**src/rtl/maxpool_sub_pkg.sv**
```systemverilog
// maxpool_sub_pkg
// Shared defines for the convolution / pooling datapath.
//   DATAW  : signed fixed-point data word, 4 integer + 16 fraction bits
//   ADDRW  : convolution-result address {row[5:0], col[5:0]} (64x64 image)
//   POOLW  : pooled address {row[4:0], col[4:0]} (32x32 map)
// Also provides the window-slot constants and two address helpers used by
// the 2x2 max-pool block.
package maxpool_sub_pkg;

  localparam int DATAW = 20;
  localparam int ADDRW = 12;
  localparam int POOLW = 10;

  typedef logic signed [DATAW-1:0] dataT;
  typedef logic [ADDRW-1:0]        convAddrT;
  typedef logic [POOLW-1:0]        poolAddrT;

  // Position of a result inside its 2x2 window: {row odd, col odd}.
  localparam logic [1:0] SLOT0 = 2'd0;  // (even, even)
  localparam logic [1:0] SLOT1 = 2'd1;  // (even, odd)
  localparam logic [1:0] SLOT2 = 2'd2;  // (odd,  even)
  localparam logic [1:0] SLOT3 = 2'd3;  // (odd,  odd)

  // Pooled outputs per frame is 32*32; the counter wraps after this value.
  localparam logic [POOLW-1:0] FRAME_LAST = 10'd1023;

  // Slot of a convolution address: {row[0], col[0]}.
  function automatic logic [1:0] slotOf(input convAddrT addr);
    return {addr[6], addr[0]};
  endfunction

  // Window base (pooled coordinate) of a convolution address.
  function automatic poolAddrT baseOf(input convAddrT addr);
    return {addr[11:7], addr[5:1]};
  endfunction

endpackage

```
**src/rtl/maxpool_sub_max2.sv**
```systemverilog
// max2
// Combinational signed maximum of two DATAW operands.
// Ports:
//   a   : candidate (new) value
//   b   : stored value
//   max : a when a is strictly greater than b, otherwise b, so a tie keeps
//         the stored operand.
module max2
  import maxpool_sub_pkg::*;
(
  input  logic signed [DATAW-1:0] a,
  input  logic signed [DATAW-1:0] b,
  output logic signed [DATAW-1:0] max
);

  assign max = (a > b) ? a : b;

endmodule

```
**src/rtl/maxpool_sub.sv**
```systemverilog
// maxpool_sub
// 2x2 max-pooling of two kernel result streams coming out of the
// convolution block. Four consecutive strobes in producer order
// (r,c),(r,c+1),(r+1,c),(r+1,c+1) form one window; the maximum of each
// kernel over the window is emitted with the pooled coordinate.
//
// Ports:
//   clk, reset      : clock (rising edge), synchronous active-low reset
//   en              : pooling phase enable; low clears the window state
//   convValid       : one-cycle strobe qualifying convAddr/convK0/convK1
//   convAddr        : {row[5:0], col[5:0]} of the incoming result
//   convK0, convK1  : kernel-0 / kernel-1 results (signed, post-ReLU)
//   poolValid       : one-cycle strobe qualifying poolAddr/poolK0/poolK1
//   poolAddr        : {row[4:0], col[4:0]} of the pooled window
//   poolK0, poolK1  : window maxima, held until the next poolValid
//   frameDone       : asserted with the 1024th poolValid of a frame
//   seqErr          : sticky, set by any out-of-order input since reset
//
// Handshake: there is no back-pressure. An input is consumed on every
// rising edge where en and convValid are both high (one per cycle is
// sustained); an output is presented for exactly the cycle poolValid is
// high, the cycle after the edge that consumed the slot-3 input, and the
// consumer must take it then.
module maxpool_sub
  import maxpool_sub_pkg::*;
(
  input  logic             clk,
  input  logic             reset,
  input  logic             en,
  input  logic             convValid,
  input  logic [ADDRW-1:0] convAddr,
  input  logic [DATAW-1:0] convK0,
  input  logic [DATAW-1:0] convK1,
  output logic             poolValid,
  output logic [POOLW-1:0] poolAddr,
  output logic [DATAW-1:0] poolK0,
  output logic [DATAW-1:0] poolK1,
  output logic             frameDone,
  output logic             seqErr
);

  // Window state
  logic [1:0]       slotCnt;   // expected slot of the next input
  logic [POOLW-1:0] base;      // pooled coordinate latched at slot 0
  logic [DATAW-1:0] maxK0;
  logic [DATAW-1:0] maxK1;
  logic [POOLW-1:0] outCnt;    // pooled outputs issued in this frame

  // Decode of the incoming strobe
  logic [1:0]       inSlot;
  logic [POOLW-1:0] inBase;
  logic             strobe;
  logic             inOrder;
  logic             accept;
  logic             mismatch;
  logic             restart;
  logic             complete;
  logic [DATAW-1:0] newMaxK0;
  logic [DATAW-1:0] newMaxK1;

  assign inSlot = slotOf(convAddr);
  assign inBase = baseOf(convAddr);
  assign strobe = en & convValid;

  // Slot 0 opens a window, so only its slot is checked; later slots must
  // also belong to the window opened by slot 0.
  assign inOrder  = (inSlot == slotCnt) && ((slotCnt == SLOT0) || (inBase == base));
  assign accept   = strobe & inOrder;
  assign mismatch = strobe & ~inOrder;
  // An out-of-order slot-0 input is itself a valid window start.
  assign restart  = mismatch & (inSlot == SLOT0);
  assign complete = accept & (slotCnt == SLOT3);

  // The incoming value is operand a, so a tie keeps the stored maximum.
  max2 u_max2K0 (
    .a   (convK0),
    .b   (maxK0),
    .max (newMaxK0)
  );

  max2 u_max2K1 (
    .a   (convK1),
    .b   (maxK1),
    .max (newMaxK1)
  );

  // Slot counter and running maxima
  always_ff @(posedge clk) begin
    if (!reset) begin
      slotCnt <= SLOT0;
      base    <= '0;
      maxK0   <= '0;
      maxK1   <= '0;
    end else if (!en) begin
      slotCnt <= SLOT0;
    end else if (accept) begin
      slotCnt <= slotCnt + 2'd1;
      if (slotCnt == SLOT0) begin
        base  <= inBase;
        maxK0 <= convK0;
        maxK1 <= convK1;
      end else begin
        maxK0 <= newMaxK0;
        maxK1 <= newMaxK1;
      end
    end else if (restart) begin
      slotCnt <= SLOT1;
      base    <= inBase;
      maxK0   <= convK0;
      maxK1   <= convK1;
    end else if (mismatch) begin
      slotCnt <= SLOT0;
    end
  end

  // Output registers and frame counter
  always_ff @(posedge clk) begin
    if (!reset) begin
      poolValid <= 1'b0;
      frameDone <= 1'b0;
      poolAddr  <= '0;
      poolK0    <= '0;
      poolK1    <= '0;
      outCnt    <= '0;
    end else begin
      poolValid <= 1'b0;
      frameDone <= 1'b0;
      if (complete) begin
        poolValid <= 1'b1;
        frameDone <= (outCnt == FRAME_LAST);
        poolAddr  <= base;
        poolK0    <= newMaxK0;
        poolK1    <= newMaxK1;
        outCnt    <= outCnt + 10'd1;
      end
    end
  end

  // Sticky sequence error
  always_ff @(posedge clk) begin
    if (!reset) begin
      seqErr <= 1'b0;
    end else if (mismatch) begin
      seqErr <= 1'b1;
    end
  end

endmodule

```
**config.mk**
```make
export PLATFORM = sky130hd
export DESIGN_NAME = maxpool_sub
export DESIGN_NICKNAME = d
export VERILOG_FILES = /design/src/rtl/maxpool_sub_pkg.sv /design/src/rtl/maxpool_sub_max2.sv /design/src/rtl/maxpool_sub.sv
export SDC_FILE = /design/constraint.sdc
export NUM_CORES = 1
export LEC_CHECK = 0
export CAP_MARGIN = 15
export CORE_UTILIZATION = 50
export CTS_BUF_LIST = sky130_fd_sc_hd__clkbuf_2 sky130_fd_sc_hd__clkbuf_4 sky130_fd_sc_hd__clkbuf_8
export DETAILED_ROUTE_END_ITERATION = 8
export PLACE_DENSITY = 0.79
export SYNTH_ARGS = -nofsm -noshare
export SYNTH_HDL_FRONTEND = slang
export SYNTH_SLANG_ARGS = --single-unit
```
**constraint.sdc**
```tcl
create_clock -name clk -period 6.9 [get_ports clk]
set_input_delay 0.69 -clock clk [delete_from_list [all_inputs] [get_ports clk]]
set_output_delay 0.69 -clock clk [all_outputs]
set_load 0.01 [all_outputs]
```
* Yosys cells after proc, flatten, opt, wreduce, memory -nomap -nowiden
Cells that the tools add are included.
** Storage, ports and cells
- Bits in registers :: 115
- Input port bits :: 56
- Logic and storage cells :: 51
- Output and inout bits :: 53
** Cells by class
- Add/subtract/negate cells :: 2
- Reductions and logical operators :: 10
- Equality and inequality tests :: 5
- Mux-type cells :: 15
- Bitwise logic cells :: 6
- Order comparisons :: 2
** Operator list (number)
- 20-bit 2-to-1 mux :: 8
- 20-bit > comparator :: 2
- 10-bit 2-to-1 mux :: 3
- 10-bit by 1-bit adder with 10-bit output, second input constant :: 1
- 10-bit equality test :: 1
- 10-bit equality test, second input constant :: 1
- 2-bit 2-to-1 mux :: 3
- 2-bit AND reduction :: 3
- 1-bit AND :: 5
- 2-bit logical NOT :: 2
- 3-bit AND reduction :: 1
- 3-bit nonzero test :: 1
- 2-bit by 1-bit adder with 2-bit output, second input constant :: 1
- 2-bit equality test :: 1
- 2-bit equality test, second input constant :: 1
- 2-bit by 1-bit inequality test with 1-bit output, second input constant :: 1
- 2-bit nonzero test :: 1
- 1-bit logical AND :: 1
- 1-bit logical OR :: 1
- 1-bit 2-to-1 mux :: 1
- 1-bit NOT :: 1

* Depth between registers and ports, before layout
- Depth after elaboration :: 8
- Gate-level depth with buffers :: 10
- Depth with buffers taken out :: 9

* By module
Synthesis repeated with hierarchy kept, for this count alone.
** Second synthesis, totals
- Cells, all modules :: 908
- Area total of the unflattened synthesis :: 7463.4 um^2
** By module, submodules not included
- maxpool_sub :: sequential area each 2302.2 um^2, times used 1, area each 4973.5 um^2, cells each 604
- max2 :: sequential area each 0.0 um^2, times used 2, area each 1244.9 um^2, cells each 152

* Worst setup path after synthesis
Ideal clock, no wire load.
- Kind :: input -> register
- Start point :: input port convK0[9]
- End point :: register poolK0[0]
- Required time :: 6.778 ns
- Path slack :: 4.177 ns
- Buffers on the path :: 1
- Setup time :: 0.122 ns
- Stages on the path :: 9
- Arrival :: 2.602 ns
- Cells stage by stage :: ha_1 a21o_1 a221o_1 a221oi_1 o211ai_1 mux2i_1 buf_4 mux2i_1 a21oi_1
** Between the ends
- Longest elaborated chain between the ends :: 2
** Ends and longest elaborated chain
- from (decl) :: line maxpool_sub.sv:32 : input logic [DATAW-1:0] convK0,
- 20-bit > comparator :: line maxpool_sub_max2.sv:16 : assign max = (a > b) ? a : b;
- 20-bit 2-to-1 mux :: line maxpool_sub_max2.sv:16
- to (signal assigned) :: line maxpool_sub.sv:132 : poolK0 <= newMaxK0;
- to (decl) :: line maxpool_sub.sv:36 : output logic [DATAW-1:0] poolK0,
No other way between the ends.
A chain may end at the register's enable or synchronous reset.

* Final worst setup path
- Start point :: input port convK1[18]
- End point :: register maxK1[4]
** Between the ends
- Longest elaborated chain between the ends :: 4
** Ends and longest elaborated chain
- from (decl) :: line maxpool_sub.sv:33 : input logic [DATAW-1:0] convK1,
- 20-bit > comparator :: line maxpool_sub_max2.sv:16
- 20-bit 2-to-1 mux :: line maxpool_sub_max2.sv:16
- 20-bit 2-to-1 mux :: line maxpool_sub.sv:98 : if (slotCnt == SLOT0) begin
- 20-bit 2-to-1 mux :: line maxpool_sub.sv:96 : end else if (accept) begin
- to (signal assigned) :: line maxpool_sub.sv:101 : maxK1 <= convK1;
- to (signal assigned) :: line maxpool_sub.sv:104 : maxK1 <= newMaxK1;
- to (signal assigned) :: line maxpool_sub.sv:110 : maxK1 <= convK1;
- to (decl) :: line maxpool_sub.sv:46 : logic [DATAW-1:0] maxK1;
No other way between the ends.

==> key figures <==
CTS
  – CTS tree: done
  – Clock root buffer: clkbuf_8
  – Post-CTS Setup Inserts: 0
  – Post-CTS Hold Fix Bufs: 0
  – CTS Buf Count: 17
  – CTS Buffer Depth: 2
  – Reg clk slew, reported paths: roughly 0.070 ns
  – # H-tree levels: 4
  – Sink Count: 115
  – Worst-Skew Late Latency: 0.44 ns
  – Post-CTS resize count: 0

Setup path
  – Worst setup SP type: input port
  – Worst reg2reg setup slack: 2.91 ns
  – Critical Path Most Common Cell: o211ai_1
  – Reg2reg end: maxK1[4]$_SDFFE_PN0P_
  – RR Startpoint: maxK1[19]$_SDFFE_PN0P_
  – Worst path cell trace: clkdlybuf4s50_1 -> ha_1 -> nand4_1 -> nor4_2 -> o211ai_1 -> o211ai_1 -> mux2i_4 -> a211o_1 -> mux2i_1
  – Required @ worst endpoint: just over 7 ns
  – CP Buf/Inv Count: 1
  – Crit path kind: in2reg
  – Critical Path End Type: register
  – Crit Path Max Fanout: 21
  – R2R depth: 9
  – Slowest CP cell: a211o_1
  – Family with the most delay on the worst path: compound AO/OA/AOI/OAI gates
  – Crit path arrival time: 4.66 ns
  – CP peak stage delay: 0.98 ns

Yosys
  – EDFF count, synth: 0
  – Synth Cell Area: between 5000 and 6000 sq um
  – Cells after Synth: 678
  – Fraction of registers with async set/reset: 0%
  – Mapped Nets: approximately 800
  – Netlist cell types: 40
  – Seq cells post-synth: 115
  – Ys flop type: dfxtp_1
  – Syn avg cell area: slightly below 9 sq um
  – Post-synthesis sequential area ratio: about 40%
  – Yosys warns: 0

Routing
  – DR vias/cell: between 5 and 6
  – DRC: 0
  – Total length of routed wires: 13700 um
  – Vias after detailed routing: 5072
  – 1st-pass router iterations: 4
  – Iter 0 DRT Violations: 195
  – Detail Route Antenna Nets: 0
  – Avg WL per Cell: 14.8 um

Min path
  – Worst min-delay path class: reg2reg
  – Worst Hold Depth: 2
  – Min-Delay Endpoint: poolAddr[3]$_SDFFE_PN0P_
  – Hold Crit Start: poolAddr[3]$_SDFFE_PN0P_

Layout
  – P&R area growth vs syn: 25.9%
  – Number of fill cells: 980
  – Commonest cells after routing, fill and taps aside: 120 x nand2_1, 115 x dfxtp_1, 107 x clkdlybuf4s50_1
  – Multi-input gate area: 3260 sq um
  – Most common cell after layout, fill and taps aside: nand2_1
  – FF+latch area: around 2300 sq um
  – Final nets: 871
  – Share of cells above drive strength 1: 5.74%
  – Fin area: ~7400 sq um
  – Antenna cells: 0

STA
  – Max-Slew Margin vs Limit: 24.0%
  – Fmax: approximately 0.23 GHz
  – Slew Limit Fails: 0
  – Clk_skew: 0.00963 ns
  – Post-layout min period: 4.31 ns
  – PnR worst setup slack: 2.59 ns
  – Unrepaired setup endpoints after global routing: false
  – Final Hold Viols: 0
  – Tcrit/Tclk final: between 60% and 70%
  – Final setup violation count: 0
  – Setup TNS: 0 ns
  – Worst slew pin tran: 1.13 ns

Place
  – Setup WS pre-CTS: 2.14 ns
  – HPWL after detailed placement: 9880 um
  – IO Port Bufs: 108
  – Gpl congestion: 0.844
  – Placed inst area: 7020 sq um

Die
  – FP Rows: 39
  – I/O Pins: roughly 110
  – Initial core utilization: 51.3%
  – Core area: 11500 sq um
  – Die ar.: 12200 sq um
  – DIE HEIGHT: roughly 110 um
  – Die width: 110 um

Global routing
  – Remaining Overflow, GRT: 0
  – Met3 usage: 5.21%
  – Total track usage: 23.0%
  – M1 GR Usage: 26.6%
  – Antenna violations before repair: 0
  – Vias in the first global route: 5147
  – GRT Max-Usage Layer: met2
  – Met2 Use GR: 40.4%
  – Largest net degree at the start of global routing: 78
  – Global-route wire length before repair: 23200 um

Outcome
  – Status: complete, no violations

Job
  – Max Cap Viol: 0

Power and ir drop
  – Power Dens Cells: 199 nW/um^2
  – P_leak: between 3 and 4 nW
  – Worst VDD drop: 0.000104 V
[metrics by stage]
| step | utilization (%) | std cells | power [mW] | hold WS [ns] |
|---|---|---|---|---|
| 3_3_place_gp | 61.2 | 896 | 0.864 | 0.440 |
| 3_5_place_dp | 61.2 | 896 | 0.872 | 0.447 |
| 2_1_floorplan | - | 678 | 0.802 | 0.419 |
| 6_report | 64.6 | 927 | 1.47 | 0.453 |
| 5_1_grt | 64.6 | 927 | 1.53 | 0.467 |
| 4_1_cts | 64.6 | 927 | 1.48 | 0.455 |
[worst max-delay path by stage]
stage | cells after the start | start | slack (ns) | endpoint
detailed placement | 9 | convK1[18] | 2.14 | maxK1[15]$_SDFFE_PN0P_
global placement | 9 | convK1[19] | 2.38 | maxK1[6]$_SDFFE_PN0P_
finish | 9 | convK1[18] | 2.59 | maxK1[4]$_SDFFE_PN0P_
CTS | 9 | convK1[18] | 2.59 | maxK1[4]$_SDFFE_PN0P_
floorplan | 9 | convK0[9] | 4.18 | poolK0[0]$_SDFFE_PN0P_
global route | 9 | convK1[18] | 2.34 | maxK1[19]$_SDFFE_PN0P_
[cell usage after synthesis (2+ instances only)]
master	number	share of area (%)
nor2b_1	2	0.21
o31ai_1	2	0.26
clkbuf_1	22	1.4
nand2_1	120	7.7
buf_2	8	0.68
and3_1	3	0.32
nand3_1	6	0.51
mux2i_1	91	15
nor2_1	26	1.7
a21oi_1	68	5.8
ha_1	43	9.1
xor2_1	17	2.5
buf_4	7	0.89
or3_1	4	0.43
o31a_1	2	0.30
nand4_1	8	0.85
nor3_1	6	0.51
inv_1	46	2.9
o21a_1	2	0.26
nor4_2	3	0.64
and4_1	2	0.30
a21o_1	6	0.77
dfxtp_1	115	39
o211ai_1	5	0.64
a211o_1	3	0.45
o21ai_0	45	3.8
a31oi_1	3	0.32
[cell type report]
class	count	area share (%)
clock buffer	27	4.68
timing repair buffer	112	15.0
clock inverter	4	0.608
inverter	46	2.33
tap	143	2.41
multi-input combinational	480	43.9
sequential	115	31.1
[sequential cells by signal (all words and copies together) (netlist names), 2 cells and up]
register	cells
outCnt	10
poolK0	20
slotCnt	2
maxK0	20
maxK1	20
base	10
poolK1	20
poolAddr	10
[report_power, final]
| part | switching [mW] | internal [mW] | leakage, nW | total, mW |
|---|---|---|---|---|
| sequential | 0.00668 | 0.672 | 0.928 | 0.679 |
| clock | 0.259 | 0.355 | 0.210 | 0.614 |
| combinational | 0.0936 | 0.0852 | 1.87 | 0.179 |
[worst reg2reg max path: stages, from the launching register on]
cell	delay, ns
dfxtp_1	0.37
inv_1	0.06
ha_1	0.29
nand4_1	0.22
nor4_2	0.42
o211ai_1	0.15
o211ai_1	0.18
mux2i_4	0.93
a211o_1	0.98
mux2i_1	0.30
[routing by layer]
metal	wire, um	vias up
met5	0	-
met4	313	0
met3	587	33
met2	6710	116
met1	6110	2402
li1	-	2521
[kinds of logic after synthesis]
kind of cell,share of synthesized area [%]
XOR/XNOR,2.68
AO/OA/AOI/OAI,13.3
multiplexers,15.5
buffers and inverters,5.91
adder cells (fa/ha/maj),9.14
flip-flops,39.1
AND/OR/NAND/NOR,14.3
No activity file was read; power rests on OpenSTA's default activity.
==> RTL edit (same flow settings) <==
Reset style: asynchronous (`reset`), changed in 3 clocked blocks. Comments in the files are not updated.
--- a/src/rtl/maxpool_sub.sv
+++ b/src/rtl/maxpool_sub.sv
@@ -85,7 +85,7 @@
   );
 
   // Slot counter and running maxima
-  always_ff @(posedge clk) begin
+  always_ff @(posedge clk or negedge reset) begin
     if (!reset) begin
       slotCnt <= SLOT0;
       base    <= '0;
@@ -114,7 +114,7 @@
   end
 
   // Output registers and frame counter
-  always_ff @(posedge clk) begin
+  always_ff @(posedge clk or negedge reset) begin
     if (!reset) begin
       poolValid <= 1'b0;
       frameDone <= 1'b0;
@@ -137,7 +137,7 @@
   end
 
   // Sticky sequence error
-  always_ff @(posedge clk) begin
+  always_ff @(posedge clk or negedge reset) begin
     if (!reset) begin
       seqErr <= 1'b0;
     end else if (mismatch) begin
Function: differs if reset is asserted again (counterexample within 4 cycles, from zero or initial values and one cycle with reset low); with reset held inactive, the same outputs for 4 cycles.
==> RTL edit against the original RTL <==
The flow now finishes with violations (DRC). Via count shrank 16%. Synthesized area increased by 2.3%. Wire length is 8.1% lower. Worst setup slack improved by 0.42 ns. Clock skew is 0.0028 ns lower. First-iteration DRC count increased by 12%. Worst hold slack got worse by 0.17 ns. Final area rose by 2.3%. Sequential cell count did not move. Critical path type unchanged. Critical endpoint is now outCnt[1].
Power is not compared: it rests on default switching activity, and its combinational part moved more than twofold at a synthesized area within 25%.
==> RTL edit: results (changes against the original RTL) <==
{
  "outcome": {"value": "finished, violations left", "change": "was finished, final reports clean"},
  "violations": {"value": "DRC"},
  "ys_async_sr_fraction": {"value": 100.0, "unit": "%", "change": "was 0%"},
  "synth_mux_area_share": {"value": 19.49, "unit": "%", "change": "was 15.48%"},
  "gp_congestion": {"value": 0.8152, "change": "was 0.8442"},
  "synth_compound_gate_area_share": {"value": 7.211, "unit": "%", "change": "was 13.33%"},
  "grt_util_met3": {"value": 6.151, "unit": "%", "change": "was 5.214%"},
  "initialDrtViolationCount": {"value": 218, "change": "was 195"},
  "synth.net_count": {"value": 637, "change": "was 777"},
  "worstPathArrival": {"value": 4.20, "unit": "ns", "change": "was 4.66 ns"},
  "final.setup_skew": {"value": 0.006807, "unit": "ns", "change": "was 0.009632 ns"},
  "cts.clk_slew.worst_paths": {"value": 0.06, "unit": "ns"},
  "pre_cts_ws": {"value": 2.393, "unit": "ns", "change": "was 2.139 ns"},
  "grt_pass1_vias": {"value": 4452, "change": "was 5,147"},
  "yosys-top-cells-area": {"value": "dfrtp_1 (48%), ha_1 (8.9%), mux2i_1 (6.7%)", "change": "was dfxtp_1 (39%), mux2i_1 (15%), ha_1 (9.1%)"},
  "crit_fanout": {"value": 47, "change": "was 21"},
  "grtUsageMet2": {"value": 35.78, "unit": "%", "change": "was 40.37%"},
  "routed-wl-met3": {"value": 683, "unit": "um", "change": "was 587 um"},
  "wl_met2": {"value": 6.018, "unit": "mm", "change": "was 6.710 mm"},
  "synth-seq-area-share": {"value": 47.80, "unit": "%", "change": "was 39.12%"},
  "grt_first_pass_wirelength": {"value": 21.40, "unit": "mm", "change": "was 23.20 mm"},
  "nets": {"value": 748, "change": "was 871"},
  "synth-xor-area-share": {"value": 3.055, "unit": "%", "change": "was 2.679%"},
  "drt-vias-per-instance": {"value": 5.291, "change": "was 5.471"},
  "final.fill_count": {"value": 941, "change": "was 980"},
  "post_route_cells_drive_above_1_share": {"value": 10.88, "unit": "%", "change": "was 5.740%"},
  "groute.usage.overall": {"value": 22.06, "unit": "%", "change": "was 22.96%"},
  "tightest_slew": {"value": 0.8112, "unit": "ns", "change": "was 1.135 ns"},
  "pin_count_of_the_biggest_net_entering_global_routing": {"value": 61, "change": "was 78"},
  "remaining_drc_errors": {"value": 9, "change": "was 0"},
  "worst_hold_path_type": {"value": "input port to asynchronous set/reset pin", "change": "was register to register"},
  "detail_placement_hpwl": {"value": 8.960, "unit": "mm", "change": "was 9.884 mm"},
  "wl_met1": {"value": 5.724, "unit": "mm", "change": "was 6.112 mm"},
  "post_synth_top_cells": {"value": "dfrtp_1 (115), a21oi_1 (54), nor2_1 (53), inv_1 (44), ha_1 (43)", "change": "was nand2_1 (120), dfxtp_1 (115), mux2i_1 (91), a21oi_1 (68), inv_1 (46)"},
  "drt_pass1_iterations": {"value": 6, "change": "was 4"}
}
-- RTL edit: changes by cell type after synthesis, moves of 31 or more --
cell	delta
dfrtp_1	+115
dfxtp_1	-115
nand2_1	-98
mux2i_1	-51
o21ai_0	-40
mux2_1	+31
-- RTL edit: critical path, cell delays in order --
cell and delay (ns):
clkdlybuf4s50_1 0.45, xor2_1 0.16, nor4_1 0.36, and3_1 0.25
nor2_1 0.04, or3b_1 0.73, inv_2 0.60, buf_4 0.51
mux2_1 0.37
-- RTL edit: kinds of logic (layout without fill, tap and decap cells) --
| group | Yosys count | after routing |
|---|---|---|
| fa+ha+maj | 43 | 43 |
| buf+inv | 65 | 189 |
| flops | 115 | 115 |
| xor+xnor | 21 | 21 |
| simple gates | 116 | 116 |
| mux | 102 | 102 |
| compound gates | 76 | 76 |
-- RTL edit: final cells by class --
class                   count  area share [%]
clock buffers              29           4.769
clock inverters             3          0.2310
inverters                  45           2.228
multi-input cells         358           37.74
flip-flops and latches    115           37.95
well taps                 143           2.360
repair buffers            112           14.72
-- RTL edit: final timing paths --
check / startpoint / end / slack, ns / cells past startpoint
hold / removal: reset / maxK1[7] / 0.28 / 1
setup / recovery: convAddr[11] / outCnt[1] / 3.01 / 9
min in group clk: outCnt[5] / outCnt[5] / 0.47 / 1
max in group asynchronous: reset / poolK0[9] / 5.37 / 2
hold reg to reg: outCnt[5] / outCnt[5] / 0.47 / 1
setup reg to reg: base[8] / outCnt[1] / 3.30 / 8
-- RTL edit: per-stage QoR --
stage,std cells,instance area (sq um)
final,805,7582
after floorplan,538,6021
after global routing,805,7582
after CTS,804,7567
after global placement,772,7188
after detailed placement,772,7188
-- RTL edit: report_power, final --
group	leakage, nW	internal (W)	switching [W]
Clock	0.201	0.000329	0.000257
Combinational	2.05	0.000263	0.000249
Sequential	1.49	0.000757	0.0000652
